### src/rtl/cnt_seq_pkg.sv
// rtl/cnt_seq_pkg.sv - shared types and widths for the counter sequencer
package cnt_seq_pkg;

   // Counter value / start width, segment length width, completed-segment counter width
   localparam int CNT_W = 8;
   localparam int LEN_W = 8;
   localparam int SEG_W = 8;

   typedef enum logic [1:0] {
      IDLE = 2'd0,
      LOAD = 2'd1,
      RUN  = 2'd2,
      DONE = 2'd3
   } state_t;

   // One segment command as accepted from the host
   typedef struct packed {
      logic [CNT_W-1:0] start;
      logic [LEN_W-1:0] len;
      logic             dir;
   } cmd_t;

endpackage

### src/rtl/cnt_seq_cmd_slot.sv
// rtl/cnt_seq_cmd_slot.sv - one-entry pending command register with valid bit
module cnt_seq_cmd_slot
   import cnt_seq_pkg::*;
(
   input  logic clk,
   input  logic rst_n,
   input  logic fill_i,
   input  logic drain_i,
   input  logic flush_i,
   input  cmd_t data_i,
   output logic valid_o,
   output cmd_t data_o
);

   logic valid_q, valid_d;
   cmd_t data_q, data_d;

   // Slot register; flush has priority so an abort always empties it
   always_ff @(posedge clk or negedge rst_n) begin
      if (!rst_n) begin
         valid_q <= 1'b0;
         data_q  <= '0;
      end else begin
         valid_q <= valid_d;
         data_q  <= data_d;
      end
   end

   // Next slot contents: flush > fill > drain
   always_comb begin
      valid_d = valid_q;
      data_d  = data_q;
      if (flush_i) begin
         valid_d = 1'b0;
      end else if (fill_i) begin
         valid_d = 1'b1;
         data_d  = data_i;
      end else if (drain_i) begin
         valid_d = 1'b0;
      end
   end

   assign valid_o = valid_q;
   assign data_o  = data_q;

endmodule

### src/rtl/cnt_seq_ctrl.sv
// rtl/cnt_seq_ctrl.sv - segment sequencer driving counter load/enable/dir; CNT_SEQ_PREFETCH_EN adds a pending-command slot
module cnt_seq_ctrl
   import cnt_seq_pkg::*;
(
   input  logic             clk,
   input  logic             rst_n,
   input  logic             cmd_valid,
   output logic             cmd_ready,
   input  logic [CNT_W-1:0] cmd_start,
   input  logic [LEN_W-1:0] cmd_len,
   input  logic             cmd_dir,
   input  logic             hold,
   input  logic             abort,
   output logic             cnt_load,
   output logic [CNT_W-1:0] cnt_load_val,
   output logic             cnt_en,
   output logic             cnt_dir,
   output logic             busy,
   output logic             done,
   output logic [SEG_W-1:0] seg_cnt
);

   state_t           state_q, state_d;
   cmd_t             cur_q, cur_d;
   logic [LEN_W-1:0] rem_q, rem_d;
   logic [SEG_W-1:0] seg_q, seg_d;

   cmd_t             cmd_in;
   logic             xfer;

   assign cmd_in = '{start: cmd_start, len: cmd_len, dir: cmd_dir};
   assign xfer   = cmd_valid && cmd_ready;

`ifdef CNT_SEQ_PREFETCH_EN
   logic slot_valid;
   cmd_t slot_data;
   logic slot_fill;
   logic slot_drain;

   // A transfer while LOAD/RUN is parked in the slot; in DONE it bypasses straight to LOAD
   assign slot_fill  = xfer && ((state_q == LOAD) || (state_q == RUN));
   assign slot_drain = (state_q == DONE) && slot_valid && !abort;

   cnt_seq_cmd_slot u_slot (
      .clk     (clk),
      .rst_n   (rst_n),
      .fill_i  (slot_fill),
      .drain_i (slot_drain),
      .flush_i (abort),
      .data_i  (cmd_in),
      .valid_o (slot_valid),
      .data_o  (slot_data)
   );

   assign cmd_ready = !abort && ((state_q == IDLE) || !slot_valid);
`else
   assign cmd_ready = !abort && (state_q == IDLE);
`endif

   // State, latched command, remaining enabled cycles and completed-segment count
   always_ff @(posedge clk or negedge rst_n) begin
      if (!rst_n) begin
         state_q <= IDLE;
         cur_q   <= '0;
         rem_q   <= '0;
         seg_q   <= '0;
      end else begin
         state_q <= state_d;
         cur_q   <= cur_d;
         rem_q   <= rem_d;
         seg_q   <= seg_d;
      end
   end

   // Next-state: abort overrides everything; hold only freezes RUN
   always_comb begin
      state_d = state_q;
      cur_d   = cur_q;
      rem_d   = rem_q;
      seg_d   = seg_q;
      if (abort) begin
         state_d = IDLE;
         rem_d   = '0;
      end else begin
         case (state_q)
            IDLE: begin
               if (xfer) begin
                  cur_d   = cmd_in;
                  state_d = LOAD;
               end
            end
            LOAD: begin
               rem_d   = cur_q.len;
               state_d = (cur_q.len == '0) ? DONE : RUN;
            end
            RUN: begin
               if (!hold) begin
                  rem_d = rem_q - LEN_W'(1);
                  if (rem_q == LEN_W'(1)) begin
                     state_d = DONE;
                  end
               end
            end
            DONE: begin
               seg_d   = seg_q + SEG_W'(1);
               state_d = IDLE;
`ifdef CNT_SEQ_PREFETCH_EN
               if (slot_valid) begin
                  cur_d   = slot_data;
                  state_d = LOAD;
               end else if (xfer) begin
                  cur_d   = cmd_in;
                  state_d = LOAD;
               end
`endif
            end
            default: state_d = IDLE;
         endcase
      end
   end

   // Counter controls decode the registered state; only cnt_en sees hold/abort directly
   assign cnt_load     = (state_q == LOAD);
   assign cnt_load_val = (state_q == LOAD) ? cur_q.start : '0;
   assign cnt_dir      = ((state_q == LOAD) || (state_q == RUN)) ? cur_q.dir : 1'b0;
   assign cnt_en       = (state_q == RUN) && !hold && !abort;
   assign busy         = (state_q != IDLE);
   assign done         = (state_q == DONE);
   assign seg_cnt      = seg_q;

endmodule

### config.mk
export PLATFORM = sky130hd
export DESIGN_NAME = cnt_seq_ctrl
export DESIGN_NICKNAME = d
export VERILOG_FILES = /design/src/rtl/cnt_seq_pkg.sv /design/src/rtl/cnt_seq_cmd_slot.sv /design/src/rtl/cnt_seq_ctrl.sv
export SDC_FILE = /design/constraint.sdc
export NUM_CORES = 1
export LEC_CHECK = 0
export ABC_AREA = 1
export BUFFER_PORTS_ARGS = -buffer_cell sky130_fd_sc_hd__buf_2
export CAP_MARGIN = 20
export CORE_MARGIN = 3
export CORE_UTILIZATION = 49
export CTS_CLUSTER_DIAMETER = 200
export DETAILED_ROUTE_END_ITERATION = 7
export GPL_TIMING_DRIVEN = 1
export PLACE_DENSITY = 0.79
export SYNTH_ARGS = -nofsm -noshare
export SYNTH_HDL_FRONTEND = slang
export SYNTH_SLANG_ARGS = --single-unit
### constraint.sdc
create_clock -name clk -period 1.3 [get_ports clk]
set_input_delay 0.26 -clock clk [delete_from_list [all_inputs] [get_ports clk]]
set_output_delay 0.26 -clock clk [all_outputs]
set_load 0.01 [all_outputs]
---- Word-level counts from Yosys, hierarchy flattened ----
Index checks and enable logic that the tools add are counted.
W data, S select, Z words.
cells by class
  bitwise logic cells ..................... 1
  reductions and logical operators ........ 15
  multiplexer cells ....................... 11
  equal/unequal tests ..................... 7
  $add $sub $neg .......................... 2
operators with widths
  cell                   count
  $mux W8                3
  $pmux W8 S2            1
  $ne A3 B3 Y1 const B   3
  $add A8 B1 Y8 const B  1
  $eq A8 B1 Y1 const B   1
  $logic_not A8 Y1       1
  $mux W2                4
  $pmux W2 S4            1
  $sub A8 B1 Y8 const B  1
  $reduce_and A3 Y1      2
  $eq A2 B2 Y1 const B   2
  $logic_and A1 B1 Y1    4
  $reduce_and A2 Y1      2
  $reduce_bool A3 Y1     1
  $eq A2 B1 Y1 const B   1
  $logic_not A1 Y1       2
  $logic_not A2 Y1       1
  $mux W1                2
  $reduce_bool A2 Y1     1
  $logic_or A1 B1 Y1     1
  $not A1 Y1             1
word-level totals
  input port bits ......................... 22
  output and inout bits ................... 22
  bits in registers ....................... 35
  word-level logic and storage cells ...... 42

---- Logic depth before layout (Yosys ltp) ----
Gate-level depths: netlist (run 1).
  depth in word-level cells ............... 6
  mapped depth ............................ 9
  depth with buffers taken out ............ 9

---- Worst setup path before layout (run 1) ----
Ideal clock, no wire load.
  kind .................................... reg-to-reg
  start ................................... reg state_q[0]
  end ..................................... reg cur_q[10] (netlist name)
  cell stages (with the launch flop) ...... 8
  setup slack ............................. -227 ps
  setup time .............................. 125 ps
  buffers on the path ..................... 1
  required time ........................... 1,175 ps
  period minus slack after synthesis ...... 1,527 ps
  arrival ................................. 1,402 ps
  cells stage by stage .................... dfrtp_1 -> inv_1 -> ha_1 -> inv_2 -> nor2_4 -> nand2_2 -> buf_6 -> mux2_4
on the way
  word-level cells in the longest chain between the ends .. 4
ends and longest elaborated chain
  element                      line                RTL
  start, declared              cnt_seq_ctrl.sv:23  state_t state_q, state_d;
  start signal, assigned       cnt_seq_ctrl.sv:68  state_q <= state_d;
  $logic_not A2 Y1             cnt_seq_ctrl.sv:57  assign cmd_ready = !abort && (state_q == IDLE);
  $logic_and A1 B1 Y1          cnt_seq_ctrl.sv:57
  net cmd_ready                cnt_seq_ctrl.sv:8   output logic cmd_ready,
  $logic_and A1 B1 Y1          cnt_seq_ctrl.sv:32  assign xfer = cmd_valid && cmd_ready;
  $reduce_and A3 Y1 (no line)  -
  end signal, assigned         cnt_seq_ctrl.sv:69  cur_q <= cur_d;
  end, declared                cnt_seq_ctrl.sv:24  cmd_t cur_q, cur_d;
The timed path passes the listed nets, and every way through them passes these cells.
A chain may end at the register's enable or synchronous reset.

---- Final worst setup path (run 1) ----
  start ................................... reg state_q[0]
  end ..................................... out cnt_load_val[5]
on the way
  word-level cells in the longest chain between the ends .. 2
ends and longest elaborated chain
  element        line                 RTL
  $eq A2 B1 Y1   cnt_seq_ctrl.sv:124  assign cnt_load_val = (state_q == LOAD) ? cur_q.start : '0;
  $mux W8        cnt_seq_ctrl.sv:124
  end, declared  cnt_seq_ctrl.sv:15   output logic [CNT_W-1:0] cnt_load_val,
Every way passes these cells.

==> results of run 1 <==
-- layer usage --
metal | GRT usage, % | vias to the layer above | wire [um]
met5 | 0 | - | 0
met4 | 9.57 | 0 | 230
met3 | 6.96 | 23 | 314
met2 | 38.2 | 62 | 3080
met1 | 22.1 | 896 | 2170
li1 | - | 863 | -
-- worst max-delay path, delay by kind of cell, from the launching register on --
kind                     cells  cell delay [ns]
buffers and inverters        4             0.44
flip-flops                   1             0.42
adder cells (fa/ha/maj)      1             0.17
AND/OR/NAND/NOR              1             0.06
-- flip-flops by register name (all words and copies together), names as in the netlist --
signal / flops
cur_q: 17
rem_q: 8
seg_cnt: 8
state_q: 2
-- cells by family (layout without fill, tap and decap cells) --
family | count (synthesis) | in the layout | share of synthesized area (%)
adders and majority gates | 7 | 7 | 4.41
and+or+nand+nor | 112 | 112 | 24.9
xor gates and xnor gates | 7 | 7 | 3.08
DFF | 35 | 35 | 44.1
AOI/OAI and AO/OA | 15 | 15 | 4.78
buffers and inverters | 38 | 118 | 8.24
muxes | 14 | 14 | 10.6
-- cell usage in the layout, fill, tap and decap left out, types with 3 or more instances in the layout --
master and count:
nor2_4 8, buf_4 19, ha_1 3, nand2_1 54, nand3_2 3, dfrtp_1 34, inv_1 19, nor2_1 14
nor2_2 5, nand2_2 7, o21ai_0 4, a21oi_2 3, buf_6 17, mux2_4 14, ha_4 4, inv_4 3
clkbuf_8 6, inv_2 11, xor2_1 5, buf_2 37, nand3_1 9, nand2_4 8
-- cell type report --
type	count	share of cell area [%]
inverters	33	4.47
clock buffers	6	2.81
repair buffers	78	20.8
flip-flops and latches	35	29.9
well taps	48	2.04
clock inverters	1	0.170
multi-input cells	155	39.8
-- repair_timing --
action | CTS | global route
setup buffers | 6 | 7
pin swaps | 10 | 7
setup endpoints to repair | 48 | 48
gates resized for setup | 49 | 34
hold buffers | 1 | 0
gates cloned | 2 | 0
hold endpoints to repair | 35 | 0
-- power breakdown --
part | leakage [nW] | internal (W) | switching (W) | total [W]
registers | 0.421 | 0.00156 | 0.000452 | 0.00201
clock network | 0.0470 | 0.000415 | 0.000388 | 0.000803
logic | 1.12 | 0.00193 | 0.00197 | 0.00391
total | 1.59 | 0.00391 | 0.00281 | 0.00672
-- path summary, 6_finish.rpt --
check	end	slack [ns]	cells after the start
max	cnt_load_val[5]	-0.35	6
max reg2reg	cur_q[2]	-0.33	8
min in group asynchronous	rem_q[4]	0.46	3
max in group asynchronous	state_q[1]	0.65	3
min reg2reg	seg_cnt[7]	0.53	2
min	cur_q[14]	0.19	2
-- through the flow --
stage	power, W	TNS [ns]	area [sq um]	setup slack [ns]	instances
CTS	0.00611	-10.49	2760	-0.321	349
detailed placement	0.00466	-5.33	2410	-0.213	333
global placement	0.00454	-3.53	2410	-0.137	333
floorplan	0.00378	-3.60	2010	-0.177	228
global route	0.00716	-14.06	2940	-0.387	356
finish	0.00672	-12.09	2940	-0.354	356
==> impl_metrics.json, run 1 <==
{
  "grt_first_pass_wirelength_mm": 8.09,
  "synth_cell_types": 25,
  "rows": 22,
  "grt_antenna_before_repair": 0,
  "die_height_um": 69.7,
  "grt_pass1_vias": 1847,
  "numClockSinks": 35,
  "worstHoldPathType": "input pin to flip-flop",
  "critPathRequiredTime_ns": 1.04,
  "end_kind": "output port",
  "max_cap_viol_count": 0,
  "drt_iter0_drc": 146,
  "max_freq_ghz": 0.605,
  "yosys-top-cells-count": "65 x nand2_1, 35 x dfrtp_1, 30 x inv_1",
  "drc": 0,
  "cts_tree": "yes",
  "hpwl_mm": 3.06,
  "post-route-min-period_ns": 1.65,
  "hold_viol": 0,
  "ir_worst_vdd_v": 0.00128,
  "areaGrowthSynthToFinish_pct": 47.8,
  "relSlewSlack_pct": 82.7,
  "ys.flop_type": "dfrtp_1",
  "cp_slowest_stage_delay_ns": 0.42,
  "routed_wl_mm": 5.80,
  "syn_area_sq_um": 1990,
  "critical_path_class": "flip-flop to output port",
  "yosys_warnings": 0,
  "multi_input_area_sq_um": 1170,
  "start_util_pct": 52.3,
  "holdWs_ns": 0.191,
  "n_antenna_cell": 0,
  "crit_start": "state_q[0]",
  "coreArea_sq_um": 3800,
  "die_w_um": 69.7,
  "fin_skew_ns": 0.00561,
  "clock_path_buffers": 2,
  "fillerInstances": 212,
  "setup_violations": 45,
  "rsz0062_at_grt": "yes",
  "critPathSlowestCell": "dfrtp_1",
  "vias": 1844,
  "drt.antenna.violating_nets": 0,
  "yosys.area.top_type_share_pct": 44.1,
  "violations": "negative setup slack",
  "syn_nets": 257,
  "critical_path.most_common_cell": "buf_6",
  "grt_overflow": 0,
  "finalMaxSlewViolations": 0,
  "status": "finished with violations",
  "h-tree-depth": 2,
  "setup_slack_ns": -0.354,
  "cts_made_buffers": 5,
  "final_net_count": 337,
  "grt_use_total_pct": 21.1,
  "grt_max_degree": 36,
  "power.leakage_nw": 1.59,
  "yosysTopAreaCell": "dfrtp_1",
  "ys_ff_latch": 35,
  "netlist_instances": 228,
  "synthTopCellsByArea": "dfrtp_1 44%, nand2_1 12%, mux2_4 11%",
  "worst_pin_slew_ns": 0.258,
  "synth_edf_count": 0,
  "synth.most_common_cell": "nand2_1",
  "cp_max_fo": 5,
  "port_buffers": 43,
  "worstPathArrival_ns": 1.39,
  "cts_root_buf": "clkbuf_8",
  "final_util_pct": 77.3,
  "ios": 44,
  "rr_startpoint": "state_q[1]",
  "crit_path_start_kind": "flip-flop",
  "syn_avg_cell_area_sq_um": 8.72,
  "clk_latency_ns": 0.29,
  "vias_per_cell": 5.18,
  "dieArea_sq_um": 4860,
  "drive_gt1_share_pct": 51.3,
  "p_per_area_nw_per_um2": 2290,
  "drt_pass1_iterations": 4,
  "cts.clk_slew.worst_paths_ns": 0.07,
  "seq_area_sq_um": 877,
  "ys_seq_area_share_pct": 44.1,
  "hold_start": "cmd_start[5]",
  "routabilityCongestion": 0.801,
  "cp_cell_sequence": "buf_6 -> ha_4 -> buf_6 -> nand2_2 -> inv_2 -> buf_2",
  "finalCritPeriodShare_pct": 127,
  "wl_per_cell_um": 16.3,
  "async_reset_ff_share_pct": 100
}
Note: power is estimated with default switching activity, not from simulation.
==> run 2: changes to the inputs <==
--- a/config.mk
+++ b/config.mk
@@ -12,7 +12,7 @@
 export CORE_UTILIZATION = 49
 export CTS_CLUSTER_DIAMETER = 200
 export DETAILED_ROUTE_END_ITERATION = 7
-export GPL_TIMING_DRIVEN = 1
+export GPL_TIMING_DRIVEN = 0
 export PLACE_DENSITY = 0.79
 export SYNTH_ARGS = -nofsm -noshare
 export SYNTH_HDL_FRONTEND = slang
==> run 2 against run 1 <==
Net effect: the run still ends with negative setup slack left; critical endpoint is now cnt_load_val[7]; critical path type unchanged; final area is 1.1% lower; global-route usage down 0.49 points; via count shrank 1.3%; non-clock buffer count is 11 lower; largest power group unchanged; largest cell class unchanged.
==> impl_metrics.json, run 2 (synthesis results as in run 1) <==
{
  "crit_path_start_kind": "flip-flop",
  "cts_made_buffers": 5,
  "finalCritPeriodShare_pct": 127,
  "vias": 1820,
  "die_height_um": 69.7,
  "fin_skew_ns": 0.0154,
  "final_cell_mix": "52 x nand2_1, 33 x dfrtp_1, 30 x buf_2",
  "routabilityCongestion": 0.810,
  "clock_path_buffers": 2,
  "post-place-ws_ns": -0.305,
  "drt_pass1_iterations": 4,
  "drive_gt1_share_pct": 50.5,
  "p_per_area_nw_per_um2": 2340,
  "rr_startpoint": "state_q[0]",
  "critPathRequiredTime_ns": 1.04,
  "place_inst": 319,
  "grt_pass1_vias": 1756,
  "worstPathArrival_ns": 1.39,
  "cp_max_fo": 5,
  "power.leakage_nw": 1.55,
  "status": "finished with violations",
  "setup_violations": 44,
  "vias_per_cell": 5.28,
  "drt.antenna.violating_nets": 0,
  "worstHoldPathType": "input pin to async pin",
  "die_w_um": 69.7,
  "critical_path.most_common_cell": "buf_6",
  "critPathSlowestCell": "dfrtp_2",
  "n_antenna_cell": 0,
  "hpwl_mm": 2.72,
  "grt_max_degree": 36,
  "drc": 0,
  "finalSetupTns_ns": -12.82,
  "cp_num_buf_inv": 4,
  "cp_slowest_stage_delay_ns": 0.44,
  "numClockSinks": 35,
  "post-route-min-period_ns": 1.65,
  "violations": "negative setup slack",
  "grt_first_pass_wirelength_mm": 7.98,
  "routed_wl_mm": 5.78,
  "cts_root_buf": "clkbuf_8",
  "path_delay_family": "flip-flops",
  "hold_viol": 0,
  "final_common_cell": "nand2_1",
  "critical_path_class": "flip-flop to output port",
  "grt_use_total_pct": 20.7,
  "ios": 44,
  "dieArea_sq_um": 4860,
  "h-tree-depth": 2,
  "clk_latency_ns": 0.30,
  "end_kind": "output port",
  "setup_slack_ns": -0.353,
  "rsz0062_at_grt": "yes",
  "port_buffers": 43,
  "top_register": "cur_q",
  "wl_per_cell_um": 16.8,
  "drt_iter0_drc": 109,
  "relSlewSlack_pct": 46.7,
  "final_net_count": 326,
  "areaGrowthSynthToFinish_pct": 46.1,
  "grt_overflow": 0,
  "max_freq_ghz": 0.605,
  "ir_worst_vdd_v": 0.00154,
  "max_cap_viol_count": 0,
  "grt_antenna_before_repair": 0,
  "coreArea_sq_um": 3800,
  "crit_start": "state_q[0]",
  "largest_reg_flops": 17,
  "finalMaxSlewViolations": 0,
  "cp_cell_sequence": "buf_6 -> ha_4 -> buf_8 -> nand2_4 -> inv_2 -> buf_6",
  "rows": 22,
  "finalNonFillerCells": 345,
  "cts_tree": "yes",
  "start_util_pct": 52.3,
  "worst_pin_slew_ns": 0.799,
  "cts.clk_slew.worst_paths_ns": 0.08
}
-- run 2: cell types whose count changed in the layout (fill, tap and decap cells not counted), sizes merged --
cell,previous run,this run
clkbuf,6,7
dlygate4sd3,1,0
buf,77,66
-- run 2: cell type report --
type | instances | area [sq um]
repair buffers | 62 | 502
fillers | 203 | 893
clock buffers | 6 | 82.6
clock inverters | 1 | 5.00
plain buffers | 5 | 68.8
inverters | 33 | 136
well taps | 48 | 60.1
flip-flops and latches | 35 | 878
multi-input cells | 155 | 1170
-- run 2: timing repair --
action / CTS / global route
buffers inserted: 11 / 7
endpoints found under the hold margin: 0 / 0
cloned: 1 / 1
hold buffers: 0 / 0
gates resized for setup: 52 / 51
setup endpoints to repair: 43 / 45
pin swaps: 10 / 9
-- run 2: metal layers --
| metal | up-vias | part of all wire (%) | GRT usage, % |
|---|---|---|---|
| li1 | 838 | - | - |
| met1 | 885 | 37 | 22.9 |
| met2 | 73 | 53 | 36.9 |
| met3 | 24 | 5.8 | 6.81 |
| met4 | 0 | 4.0 | 7.23 |
| met5 | - | 0 | 0 |
-- run 2: report_power, final --
| group | switching [W] | internal, W |
|---|---|---|
| Combinational | 0.00201 | 0.00195 |
| Sequential | 0.000492 | 0.00156 |
| Clock | 0.000392 | 0.000416 |
| Total | 0.00289 | 0.00392 |
-- run 2: through the flow --
stage / hold WS, ns / area (sq um) / power [W] / util (%)
3_5_place_dp: 0.387 / 2290 / 0.00440 / 60.3
2_1_floorplan: -0.0356 / 2010 / 0.00378 / -
5_1_grt: 0.0979 / 2910 / 0.00723 / 76.5
3_3_place_gp: 0.383 / 2290 / 0.00432 / 60.3
4_1_cts: 0.0746 / 2650 / 0.00589 / 69.6
6_report: 0.0482 / 2910 / 0.00681 / 76.5
-- run 2: final timing paths --
path	cells after the start	slack, ns	endpoint
worst min register to register	2	0.51	rem_q[7]
worst max-delay path	6	-0.35	cnt_load_val[7]
worst max register to register	8	-0.34	cur_q[10]
worst min-delay path	1	0.05	seg_cnt[2]
max in group asynchronous	1	0.71	state_q[1]
min in group clk	2	0.20	cur_q[0]
-- run 2: worst reg2reg max path, cell delays in order, from the launching register on --
cell and delay, ns:
dfrtp_2 0.44, inv_2 0.08, buf_6 0.10, ha_4 0.15, inv_4 0.04, nor2_4 0.13
nand2_4 0.11, clkbuf_16 0.18, mux2_4 0.29
==> run 3: changes to the inputs <==
--- a/config.mk
+++ b/config.mk
@@ -9,11 +9,11 @@
 export BUFFER_PORTS_ARGS = -buffer_cell sky130_fd_sc_hd__buf_2
 export CAP_MARGIN = 20
 export CORE_MARGIN = 3
-export CORE_UTILIZATION = 49
+export CORE_UTILIZATION = 50
 export CTS_CLUSTER_DIAMETER = 200
 export DETAILED_ROUTE_END_ITERATION = 7
 export GPL_TIMING_DRIVEN = 0
-export PLACE_DENSITY = 0.79
+export PLACE_DENSITY = 0.77
 export SYNTH_ARGS = -nofsm -noshare
 export SYNTH_HDL_FRONTEND = slang
 export SYNTH_SLANG_ARGS = --single-unit
==> constraint.sdc (replaced) <==
create_clock -name clk -period 1.9 [get_ports clk]
set_input_delay 0.38 -clock clk [delete_from_list [all_inputs] [get_ports clk]]
set_output_delay 0.38 -clock clk [all_outputs]
set_load 0.01 [all_outputs]
==> run 3 against run 2 <==
Net effect: the run now ends clean; sequential share of layout area is 6.6 points higher; worst hold slack improved by 0.12 ns; clock-buffer cell count increased by 2; sequential power fell by 37%; combinational power decreased by 58%; die area down 1.8%; total power is 48% lower; first-iteration DRC count decreased by 32%; final area shrank 18%; global-route usage down 3.5 points; critical endpoint is now cnt_en; largest cell class unchanged; highest routed layer unchanged.
==> impl_metrics.json, run 3 (synthesis results as in run 1) <==
{
  "status": "completed",
  "ir_worst_vdd_v": 0.000742,
  "final_net_count": 308,
  "combPwrFrac_pct": 46.8,
  "ctsHoldBuffers": 0,
  "crit_path_start_kind": "flip-flop",
  "seq_area_sq_um": 876,
  "grt_antenna_before_repair": 0,
  "cp.depth": 6,
  "rows": 22,
  "finalSetupTns_ns": 0,
  "drt.antenna.violating_nets": 0,
  "drt_iter0_drc": 74,
  "cts_root_buf": "clkbuf_8",
  "largest_reg_flops": 17,
  "critical_path_class": "flip-flop to output port",
  "cts.clk_slew.worst_paths_ns": 0.07,
  "grt_pass1_vias": 1520,
  "final_common_cell": "nand2_1",
  "crit_path_end": "cnt_en",
  "multi_input_area_sq_um": 948,
  "grt_use_total_pct": 17.2,
  "clock_path_buffers": 2,
  "max_cap_viol_count": 0,
  "finalCritPeriodShare_pct": 94.8,
  "cp_max_fo": 10,
  "die_w_um": 69.1,
  "numClockSinks": 35,
  "areaGrowthSynthToFinish_pct": 19.6,
  "n_antenna_cell": 0,
  "worstPathArrival_ns": 1.42,
  "pwr-share-seq_pct": 36.5,
  "finalMaxSlewViolations": 0,
  "rr_startpoint": "state_q[1]",
  "setup_violations": 0,
  "final_cell_mix": "65 x nand2_1, 44 x buf_2, 35 x dfrtp_1",
  "hpwl_mm": 2.71,
  "switching_share_pct": 39.2,
  "fillerInstances": 332,
  "dieArea_sq_um": 4770,
  "cts_made_buffers": 5,
  "die_height_um": 69.1,
  "relSlewSlack_pct": 48.2,
  "r2r-end": "rem_q[4]",
  "end_kind": "output port",
  "grt_max_degree": 36,
  "routed_wl_mm": 3.71,
  "fin_skew_ns": 0.00191,
  "critPathRequiredTime_ns": 1.52,
  "start_util_pct": 53.1,
  "clockPowerShare_pct": 16.7,
  "wl_per_cell_um": 11.3,
  "p_int_w": 0.00216,
  "worstHoldPathType": "input pin to async pin",
  "grt_overflow": 0,
  "path_delay_family": "flip-flops",
  "worst_pin_slew_ns": 0.778,
  "drc": 0,
  "worstRegToRegCells": 9,
  "top_register": "cur_q",
  "cts_tree": "yes",
  "post-route-min-period_ns": 1.80,
  "grt_first_pass_wirelength_mm": 6.65,
  "hold_viol": 0,
  "crit_start": "state_q[0]",
  "drt_pass1_iterations": 4,
  "p_per_area_nw_per_um2": 1500,
  "clk_latency_ns": 0.29,
  "coreArea_sq_um": 3740,
  "holdWs_ns": 0.166,
  "rsz0062_at_grt": "no",
  "vias": 1558,
  "port_buffers": 43,
  "cp_slowest_stage_delay_ns": 0.41,
  "drive_gt1_share_pct": 29.6,
  "r2r_slack_ns": 0.27,
  "max_freq_ghz": 0.555,
  "routabilityCongestion": 0.851,
  "p_sw_w": 0.00139,
  "critPathSlowestCell": "dfrtp_1",
  "h-tree-depth": 2,
  "cp_cell_sequence": "inv_1 -> ha_1 -> buf_6 -> nand2_1 -> nor2_1 -> buf_2",
  "ios": 44,
  "vias_per_cell": 4.75,
  "cp_num_buf_inv": 3,
  "power.leakage_nw": 1.38
}
[run 3: cell types whose count changed in the layout (fill, tap and decap cells not counted), moves of 7 or more]
cell | before | now
inv_1 | 17 | 30
inv_2 | 12 | 3
nor2_1 | 16 | 25
buf_6 | 24 | 3
nand2_1 | 52 | 65
nand2_4 | 10 | 3
buf_2 | 30 | 44
[run 3: worst register-to-register path, stage by stage, from the launching register on]
cell,delay (ns)
dfrtp_1,0.43
inv_1,0.09
ha_1,0.17
buf_4,0.18
inv_1,0.08
o211ai_4,0.25
nand2_4,0.12
nor2_1,0.14
nand2_1,0.07
nand2_1,0.06
[run 3: through the flow]
stage	setup WS (ns)	cell area [sq um]	std cells	utilization, %	total power, W
global placement	0.301	2260	319	60.5	0.00291
CTS	0.0382	2370	327	63.2	0.00357
global route	0.00846	2380	328	63.5	0.00388
detailed placement	0.307	2260	319	60.5	0.00295
floorplan	0.373	1990	228	-	0.00253
finish	0.0989	2380	328	63.5	0.00356
[run 3: layout make-up]
cell class / count / share of cell area, %
Buffer: 5 / 1.95
Clock buffer: 8 / 4.21
Inverter: 33 / 5.21
Multi-Input combinational cell: 155 / 39.9
Sequential cell: 35 / 36.8
Tap cell: 48 / 2.53
Timing Repair Buffer: 44 / 9.37
[run 3: what timing repair did]
action,4_1_cts,5_1_grt
endpoints found under the setup margin,1,1
gates resized for setup,1,1
endpoints found under the hold margin,0,0
cloned,0,0
buffers inserted,0,1
[run 3: power groups by stage]
stage	Sequential (W)	Clock, W	Combinational (W)
after floorplan	0.00127	0	0.00126
after global placement	0.00131	0	0.00160
after detailed placement	0.00131	0	0.00163
after CTS	0.00131	0.000610	0.00165
after global routing	0.00135	0.000645	0.00189
final	0.00130	0.000593	0.00166
[run 3: worst min-delay path by stage]
stage | depth (start not counted) | start | slack (ns) | end
2_1_floorplan | 0 | rst_n | 0.08 | cur_q[0]
4_1_cts | 1 | rst_n | 0.19 | rem_q[4]
3_5_place_dp | 2 | rem_q[7] | 0.49 | rem_q[7]
3_3_place_gp | 2 | rem_q[7] | 0.48 | rem_q[7]
6_report | 1 | rst_n | 0.17 | rem_q[4]
5_1_grt | 1 | rst_n | 0.22 | rem_q[4]
[run 3: routing by layer]
layer / up-vias / share of wire (%) / global-route usage [%]
met5: - / 0 / 0
met4: 0 / 2.0 / 7.38
met3: 7 / 7.1 / 5.54
met2: 42 / 46 / 27.3
met1: 706 / 45 / 21.3
li1: 803 / - / -
